## config.mk

```make
export PLATFORM = sky130hd
export DESIGN_NAME = bitmap_index_fetch_flat
export DESIGN_NICKNAME = d
export VERILOG_FILES = /design/src/rtl/bitmap_index_fetch_pkg.sv /design/src/rtl/bitmap_index_fetch_if.sv /design/src/rtl/bitmap_index_fetch_sync_delay.sv /design/src/rtl/bitmap_index_fetch.sv /design/src/flat_wrapper.sv
export SDC_FILE = /design/constraint.sdc
export NUM_CORES = 1
export LEC_CHECK = 0
export CORE_MARGIN = 8
export CORE_UTILIZATION = 30
export DETAILED_ROUTE_END_ITERATION = 7
export SYNTH_ARGS = -nofsm -noshare
export SYNTH_HDL_FRONTEND = slang
export SYNTH_SLANG_ARGS = --single-unit
```

## constraint.sdc

```tcl
create_clock -name i_clk -period 2.05 [get_ports i_clk]
set_clock_uncertainty 0.2 [all_clocks]
set_input_delay 0.205 -clock i_clk [delete_from_list [all_inputs] [get_ports i_clk]]
set_output_delay 0.205 -clock i_clk [all_outputs]
set_load 0.02 [all_outputs]
```

## src/rtl/bitmap_index_fetch_pkg.sv

```systemverilog
// rtl/bitmap_index_fetch_pkg.sv - shared VGA bitmap geometry, pipeline depth and sync polarity
package bitmap_index_fetch_pkg;

  localparam int H_ACTIVE    = 640;
  localparam int V_ACTIVE    = 480;
  localparam int SCALE_SHIFT = 2;
  localparam int BMP_W       = H_ACTIVE >> SCALE_SHIFT;
  localparam int BMP_H       = V_ACTIVE >> SCALE_SHIFT;
  localparam int ROW_BYTES   = BMP_W / 2;
  localparam int ADDR_W      = $clog2(BMP_W * BMP_H / 2);
  localparam int PIPE_LAT    = 3;

  localparam logic SYNC_ACTIVE = 1'b0;
  localparam logic SYNC_IDLE   = ~SYNC_ACTIVE;

  typedef struct packed {
    logic sel;
    logic active;
    logic hsync;
    logic vsync;
  } pix_ctl_t;

  localparam pix_ctl_t CTL_RST = '{sel: 1'b0, active: 1'b0, hsync: SYNC_IDLE, vsync: SYNC_IDLE};

endpackage

```

## src/rtl/bitmap_index_fetch_if.sv

```systemverilog
// rtl/bitmap_index_fetch_if.sv - synchronous bitmap memory read port
interface bitmap_index_fetch_if;
  import bitmap_index_fetch_pkg::*;

  logic [ADDR_W-1:0] mem_addr;
  logic [7:0]        mem_data;

  modport master (output mem_addr, input mem_data);
  modport slave  (input mem_addr, output mem_data);

endinterface

```

## src/rtl/bitmap_index_fetch_sync_delay.sv

```systemverilog
// rtl/bitmap_index_fetch_sync_delay.sv - N-stage shift register with a parameterised reset value
module bitmap_index_fetch_sync_delay #(
  parameter int               WIDTH   = 4,
  parameter int               DEPTH   = 1,
  parameter logic [WIDTH-1:0] RST_VAL = '0
) (
  input  logic             i_clk,
  input  logic             i_rst_n,
  input  logic [WIDTH-1:0] i_d,
  output logic [WIDTH-1:0] o_q
);

  logic [WIDTH-1:0] stage_d [DEPTH];
  logic [WIDTH-1:0] stage_q [DEPTH];

  always_comb begin
    stage_d[0] = i_d;
    for (int i = 1; i < DEPTH; i++) begin
      stage_d[i] = stage_q[i-1];
    end
  end

  always_ff @(posedge i_clk or negedge i_rst_n) begin
    if (!i_rst_n) begin
      for (int i = 0; i < DEPTH; i++) stage_q[i] <= RST_VAL;
    end else begin
      for (int i = 0; i < DEPTH; i++) stage_q[i] <= stage_d[i];
    end
  end

  assign o_q = stage_q[DEPTH-1];

endmodule

```

## src/rtl/bitmap_index_fetch.sv

```systemverilog
// rtl/bitmap_index_fetch.sv - VGA coordinates to 4-bpp bitmap byte fetch and nibble select, 3-clock latency
// Define BITMAP_FETCH_HIGH_NIBBLE_FIRST_EN to take the left pixel from data[7:4].
module bitmap_index_fetch
  import bitmap_index_fetch_pkg::*;
(
  input  logic                        i_clk,
  input  logic                        i_rst_n,
  input  logic [9:0]                  i_col,
  input  logic [9:0]                  i_row,
  input  logic                        i_active,
  input  logic                        i_hsync,
  input  logic                        i_vsync,
  bitmap_index_fetch_if.master        mem,
  output logic [3:0]                  o_index,
  output logic                        o_active,
  output logic                        o_hsync,
  output logic                        o_vsync
);

`ifdef BITMAP_FETCH_HIGH_NIBBLE_FIRST_EN
  localparam logic HI_FIRST = 1'b1;
`else
  localparam logic HI_FIRST = 1'b0;
`endif

  logic              frame_start;
  logic              line_end;
  logic [ADDR_W-1:0] row_base_d, row_base_q;
  logic [ADDR_W-1:0] mem_addr_d, mem_addr_q;
  logic              active_prev_d, active_prev_q;
  logic [3:0]        index_d, index_q;
  logic [3:0]        nibble;
  pix_ctl_t          ctl_s0, ctl_s2;
  logic [2:0]        out_ctl;

  always_comb begin
    frame_start   = (i_row == 10'd0) && (i_col == 10'd0);
    line_end      = active_prev_q && !i_active && (i_row[1:0] == 2'd3);
    row_base_d    = row_base_q;
    if (frame_start) begin
      row_base_d = {ADDR_W{1'b0}};
    end else if (line_end) begin
      row_base_d = row_base_q + ADDR_W'(ROW_BYTES);
    end
    // The base may still hold last frame's end value on the frame-start cycle.
    mem_addr_d    = (frame_start ? {ADDR_W{1'b0}} : row_base_q) + ADDR_W'(i_col[9:3]);
    active_prev_d = i_active;
    ctl_s0        = '{sel: i_col[2], active: i_active, hsync: i_hsync, vsync: i_vsync};
  end

  bitmap_index_fetch_sync_delay #(
    .WIDTH   (4),
    .DEPTH   (PIPE_LAT - 1),
    .RST_VAL (CTL_RST)
  ) u_ctl_delay (
    .i_clk   (i_clk),
    .i_rst_n (i_rst_n),
    .i_d     (ctl_s0),
    .o_q     (ctl_s2)
  );

  always_comb begin
    nibble  = (ctl_s2.sel ^ HI_FIRST) ? mem.mem_data[7:4] : mem.mem_data[3:0];
    index_d = ctl_s2.active ? nibble : 4'd0;
  end

  bitmap_index_fetch_sync_delay #(
    .WIDTH   (3),
    .DEPTH   (1),
    .RST_VAL ({1'b0, SYNC_IDLE, SYNC_IDLE})
  ) u_out_delay (
    .i_clk   (i_clk),
    .i_rst_n (i_rst_n),
    .i_d     ({ctl_s2.active, ctl_s2.hsync, ctl_s2.vsync}),
    .o_q     (out_ctl)
  );

  always_ff @(posedge i_clk or negedge i_rst_n) begin
    if (!i_rst_n) begin
      row_base_q    <= {ADDR_W{1'b0}};
      mem_addr_q    <= {ADDR_W{1'b0}};
      active_prev_q <= 1'b0;
      index_q       <= 4'd0;
    end else begin
      row_base_q    <= row_base_d;
      mem_addr_q    <= mem_addr_d;
      active_prev_q <= active_prev_d;
      index_q       <= index_d;
    end
  end

  assign mem.mem_addr = mem_addr_q;
  assign o_index      = index_q;
  assign o_active     = out_ctl[2];
  assign o_hsync      = out_ctl[1];
  assign o_vsync      = out_ctl[0];

endmodule

```

## src/flat_wrapper.sv

```systemverilog
// flat-port wrapper written by rule: the top's interface ports become plain ports
module bitmap_index_fetch_flat import bitmap_index_fetch_pkg::*;
  (i_clk, i_rst_n, i_col, i_row, i_active, i_hsync, i_vsync, o_index, o_active, o_hsync, o_vsync, mem_mem_addr, mem_mem_data);
  bitmap_index_fetch_if mem_i ();
  input  logic i_clk;
  input  logic i_rst_n;
  input  logic [9:0] i_col;
  input  logic [9:0] i_row;
  input  logic i_active;
  input  logic i_hsync;
  input  logic i_vsync;
  output logic [3:0] o_index;
  output logic o_active;
  output logic o_hsync;
  output logic o_vsync;
  output wire logic [$bits(mem_i.mem_addr)-1:0] mem_mem_addr;
  input wire logic [$bits(mem_i.mem_data)-1:0] mem_mem_data;
  assign mem_mem_addr = mem_i.mem_addr;
  assign mem_i.mem_data = mem_mem_data;
  bitmap_index_fetch u_core (.i_clk(i_clk), .i_rst_n(i_rst_n), .i_col(i_col), .i_row(i_row), .i_active(i_active), .i_hsync(i_hsync), .i_vsync(i_vsync), .mem(mem_i), .o_index(o_index), .o_active(o_active), .o_hsync(o_hsync), .o_vsync(o_vsync));
endmodule
```

After elaboration in Yosys (flattened, before gate mapping):

Index checks and enable logic that the tools add are counted.

* add/subtract/negate cells: 2
* $mul: 0
* div/mod/pow operators: 0
* $lt $le $gt $ge: 0
* equality and inequality tests: 1
* shift operators: 0
* multiplexer cells: 5
* bitwise logic cells: 0
* reduce and logical (&&, ||, !) cells: 7

Operators by type and width (count)
* 2-to-1 mux 14 bit: 3
* logical NOT 10 bit: 2
* adder 14 x 7 -> 14 bit: 1
* adder 14 x 7 -> 14 bit, second input constant: 1
* 2-to-1 mux 4 bit: 2
* logical AND 1 bit: 3
* equality test 2 bit, second input constant: 1
* nonzero test 2 bit: 1
* logical NOT 1 bit: 1

* bits in registers: 44
* latch bits: 0
* RAM bits: 0
* memory bits (read-only): 0
* input bits: 33
* output and inout port bits: 21
* word-level logic and storage cells: 22
* memories: 0

Logic depth before layout (Yosys ltp):

* depth in word-level cells: 5
* gate-level depth with buffers: 10

Hierarchy:

From an unflattened synthesis, not the netlist that was laid out.

* cell total of the unflattened synthesis: 162
* area, all modules: 1821.7 um^2

Modules (own cells, without submodules)
* bitmap_index_fetch: instances 1, cells each 151, area each 1539.0 um^2
* bitmap_index_fetch_sync_delay at u_core.u_ctl_delay: instances 1, cells each 8, area each 205.2 um^2
* bitmap_index_fetch_sync_delay at u_core.u_out_delay: instances 1, cells each 3, area each 77.6 um^2

Least setup slack after synthesis:

Ideal clock, no wire load.

* kind: input-to-reg
* start point: input port i_row[2]
* end point: register u_core.mem_addr_q[13] (netlist: u_core.mem.mem_addr[13])
* library setup time: 0.126 ns
* arrival time: 1.895 ns
* required time: 1.724 ns
* path slack: -0.171 ns
* cell stages on the path: 10
* buffers on the path: 0
* cell sequence: nor4_1 > and3_1 > nand3_1 > and2_1 > ha_1 > a21o_1 > a211o_1 > o22ai_2 > or3_1 > a21oi_1

* longest elaborated chain between the ends: 4

Ends and longest elaborated chain
* start, declared: RTL line flat_wrapper.sv:8 `input logic [9:0] i_row;`
* logical NOT 10 bit: RTL line bitmap_index_fetch.sv:37 `frame_start = (i_row == 10'd0) && (i_col == 10'd0);`
* logical AND 1 bit: RTL line bitmap_index_fetch.sv:37
* 2-to-1 mux 14 bit: RTL line bitmap_index_fetch.sv:46 `mem_addr_d = (frame_start ? {ADDR_W{1'b0}} : row_base_q) + ADDR_W'(i_col[9:3]);`
* adder 14 x 7 -> 14 bit: RTL line bitmap_index_fetch.sv:46
* named net u_core.mem_addr_d[13]: RTL line bitmap_index_fetch.sv:29 `logic [ADDR_W-1:0] mem_addr_d, mem_addr_q;`
* end signal, assigned: RTL line bitmap_index_fetch.sv:81 `mem_addr_q <= {ADDR_W{1'b0}};`
* end signal, assigned: RTL line bitmap_index_fetch.sv:86 `mem_addr_q <= mem_addr_d;`
* end, declared: RTL line bitmap_index_fetch.sv:29

The timed path passes the listed nets, and every way through them passes these cells.
A chain may end at the register's enable or synchronous reset.

Final worst setup path:

* start point: input port i_row[3]
* end point: register u_core.mem_addr_q[13] (netlist: u_core.mem.mem_addr[13])

Same word-level chain as after synthesis.

==> summary.txt <==
Route
  • Via density: 4.42
  • Drt pass-1 iters: 4
  • Routed WL per cell: 13.2 µm
  • Starting DRC count in detailed routing: 43
  • Final ANT Viol Nets: 0
  • Total number of vias: 1438
  • DR DRC count: 0
  • Final WL: 4.30 mm

Placement
  • Dpl ws: -0.809 ns
  • RD Place Congestion: about 0.75
  • I/O Buffers: 53
  • Post-DP HPWL: 3.29 mm
  • Dpl cell area: between 2000 and 3000 µm²

Pwr
  • Power Density: roughly 1000 nW/µm²
  • Maximum VDD drop: 0.450 mV
  • Sequential power share: 0.353
  • Internal: 2.01 mW
  • Total net switching power: ~0.9 mW
  • Leak: 1.26 nW
  • Clock share of power: 0.260
  • Logic pwr share: 0.387
  • Switching Fraction: 0.306

Synthesis
  • Synth Area per Inst: 11.2 µm²
  • #FFs+latches synth: 39
  • Asr flop ratio synth: 1.00
  • YS warnings: 0
  • Post-synthesis sequential area ratio: 0.545
  • Primary FF master, synth: dfrtp_1
  • Synth Instances: 161
  • Yosys cell types: 38
  • EDFF count, synth: 0
  • Mapped cell area: approximately 1800 µm²

Run status
  • Failing checks: setup timing
  • Status: finished with violations

Clock network
  • TritonCTS clock tree: yes
  • Root buffer cell: clkbuf_8
  • Clk slew on worst S/H paths: 0.07 ns
  • Clk Latency, worst-skew pair: 0.29 ns
  • Clock buffer depth: 2
  • # H-tree levels: 2
  • CTS buffer count: 5
  • CTS Sinks: 39

Worst setup path
  • Crit path buffers/inverters: 1
  • Largest delay share family, worst path: simple AND/OR/NAND/NOR gates
  • CP Launch Type: primary input
  • Crit-path max cell delay: 0.32 ns
  • RR Startpoint: u_core.row_base_q[4]$_DFFE_PN0P_
  • Crit path max fanout: 7
  • WS Path Type: primary input to flop
  • Slowest cell on crit path: a211o_1
  • Worst reg2reg path depth: 7
  • Critical Path RT: 2.03 ns
  • Arr. time, crit path: 2.10 ns
  • Crit Reg-Reg Endpoint: u_core.mem.mem_addr[13]$_DFF_PN0_
  • Worst setup EP type: flop
  • Critical path cell sequence: buf_6 > nor4_4 > and3_4 > nand3_4 > and2_4 > ha_4 > a21o_1 > a211o_1 > o22ai_4 > or3_4 > a21oi_2
  • R2R setup slack: 0.05 ns

Global route
  • First-pass GRT wire length: about 7.4 mm
  • Vias in the first global route: 1567
  • Largest net degree at the start of global routing: 40
  • Tot GR Track Use: 0.107
  • Overflow after GRT: 0
  • Initial antenna violation count: 0

Floorplan
  • Die X: 93.6 µm
  • Rows: 28
  • Die span in y: 93.6 µm
  • Core box area: 5890 µm²
  • # IOs: 54
  • Initial core utilization: 0.307
  • Full die area: between 8000 and 9000 µm²

Cells and area
  • Most common cell after layout, fill and taps aside: dfrtp_1
  • # fillers: 543
  • Area of the multi-input gates: between 900 and 1000 µm²
  • Sequential Area: 983 µm²
  • Area grow syn2layout: 59.6%
  • Most frequent cells in the layout: dfrtp_1, clkdlybuf4s50_1, buf_4, nor2_1
  • Share of cells above drive strength 1: 0.320
  • Diodes inserted: 0
  • Final nets: 291
  • Design Area, Final: 2880 µm²

Timing
  • Period utilisation layout: 1.03
  • Setup violators final: 3
  • RSZ-0062 raised after global routing: yes
  • Final Hold Viols: 0
  • Max Slew Vio Count: 0
  • Min Tclk post-route: 2.12 ns
  • Hold WS: around 0.08 ns
  • PnR worst setup slack: -0.0699 ns
  • F_max: 0.472 GHz

Worst hold path
  • Hold endpoint: u_core.mem.mem_addr[0]$_DFF_PN0_
  • Hold depth: 3
  • Worst Hold Class: primary input to flop
  • Worst Hold Launch: i_col[3]

Flow run
  • Max-cap viol count: 0
==> cell type report <==
cell class / count / share of cell area
Inverter: 5 / 0.00651
Timing Repair Buffer: 81 / 0.242
Clock inverter: 2 / 0.0208
Clock buffer: 6 / 0.0252
Sequential cell: 39 / 0.341
Tap cell: 75 / 0.0326
Multi-Input combinational cell: 117 / 0.332
==> worst reg2reg max path, cell delays in order, from the launching register on <==
cell and delay, ns:
dfrtp_1 0.44, and2_4 0.19, ha_4 0.15, a21o_1 0.15, a211o_1 0.32, o22ai_4 0.22, or3_4 0.18, a21oi_2 0.05
==> power groups by stage <==
stage               logic [mW]  registers (mW)  clock network [mW]
floorplan                0.530            1.11                   0
global placement          1.04            1.02                   0
detailed placement        1.06            1.03                   0
CTS                       1.09            1.02               0.772
global route              1.23            1.04               0.806
finish                    1.12            1.02               0.751
==> metrics by stage <==
step	instances	TNS (ns)	power [mW]	util
floorplan	164	-0.477	1.64	-
global placement	313	-6.08	2.07	0.449
detailed placement	313	-6.39	2.09	0.449
CTS	323	-0.0277	2.88	0.482
global route	325	-0.631	3.08	0.490
finish	325	-0.178	2.89	0.490
==> logic make-up (layout without fill, tap and decap cells) <==
kind of cell,count (synthesis),count (layout),synth area share
AO/OA/AOI/OAI,25,25,0.0915
multiplexers,5,5,0.0277
other,2,5,0.00416
AND/OR/NAND/NOR,57,57,0.166
XOR/XNOR,16,16,0.0776
buffers and inverters,8,94,0.0215
flip-flops,39,39,0.545
adder cells (fa/ha/maj),9,9,0.0665
==> cells in the mapped netlist, types with 5 or more instances <==
cell type	count	area, µm²
dfrtp_1	33	826
nor2_1	21	78.8
xnor2_1	10	87.6
ha_1	8	100
a21oi_1	7	35.0
nand2_1	7	26.3
dfstp_2	6	158
xor2_1	6	52.6
inv_1	5	18.8
mux2i_1	5	50.1
nor2b_1	5	31.3
nor4_1	5	31.3
==> timing repair <==
action | in CTS | in global routing
endpoints found under the setup margin | 8 | 7
hold endpoints to repair | 33 | 1
pin swaps | 13 | 13
setup buffers | 2 | 1
hold buffers | 1 | 1
resized for setup | 80 | 17
==> metal layers <==
| layer | routed length (µm) | vias to the layer above | share of wire | track usage |
|---|---|---|---|---|
| met2 | 2050 | 39 | 0.48 | 0.170 |
| li1 | - | 718 | - | - |
| met4 | 75 | 0 | 0.017 | 0.0436 |
| met5 | 0 | - | 0 | 0 |
| met3 | 260 | 8 | 0.060 | 0.0353 |
| met1 | 1920 | 673 | 0.45 | 0.129 |
==> worst max path at each step <==
stage / from / slack [ns] / end / cells past startpoint
after floorplan: i_col[5] / -0.08 / u_core.mem.mem_addr[8]$_DFF_PN0_ / 9
after global placement: i_col[9] / -0.77 / u_core.mem.mem_addr[10]$_DFF_PN0_ / 10
after detailed placement: i_col[9] / -0.81 / u_core.mem.mem_addr[11]$_DFF_PN0_ / 11
after CTS: i_row[3] / -0.03 / u_core.mem.mem_addr[8]$_DFF_PN0_ / 10
after global routing: i_col[5] / -0.15 / u_core.mem.mem_addr[13]$_DFF_PN0_ / 11
final: i_row[3] / -0.07 / u_core.mem.mem_addr[13]$_DFF_PN0_ / 11
==> sequential cells by signal, summed over array words and instances, names as in the netlist <==
name,cells
u_core.mem.mem_addr,14
u_core.o_index,4
u_core.row_base_q,10
u_core.u_ctl_delay.o_q,4
u_core.u_ctl_delay.stage_d,4
u_core.u_out_delay.o_q,3
(Power assumes the default switching activity.)
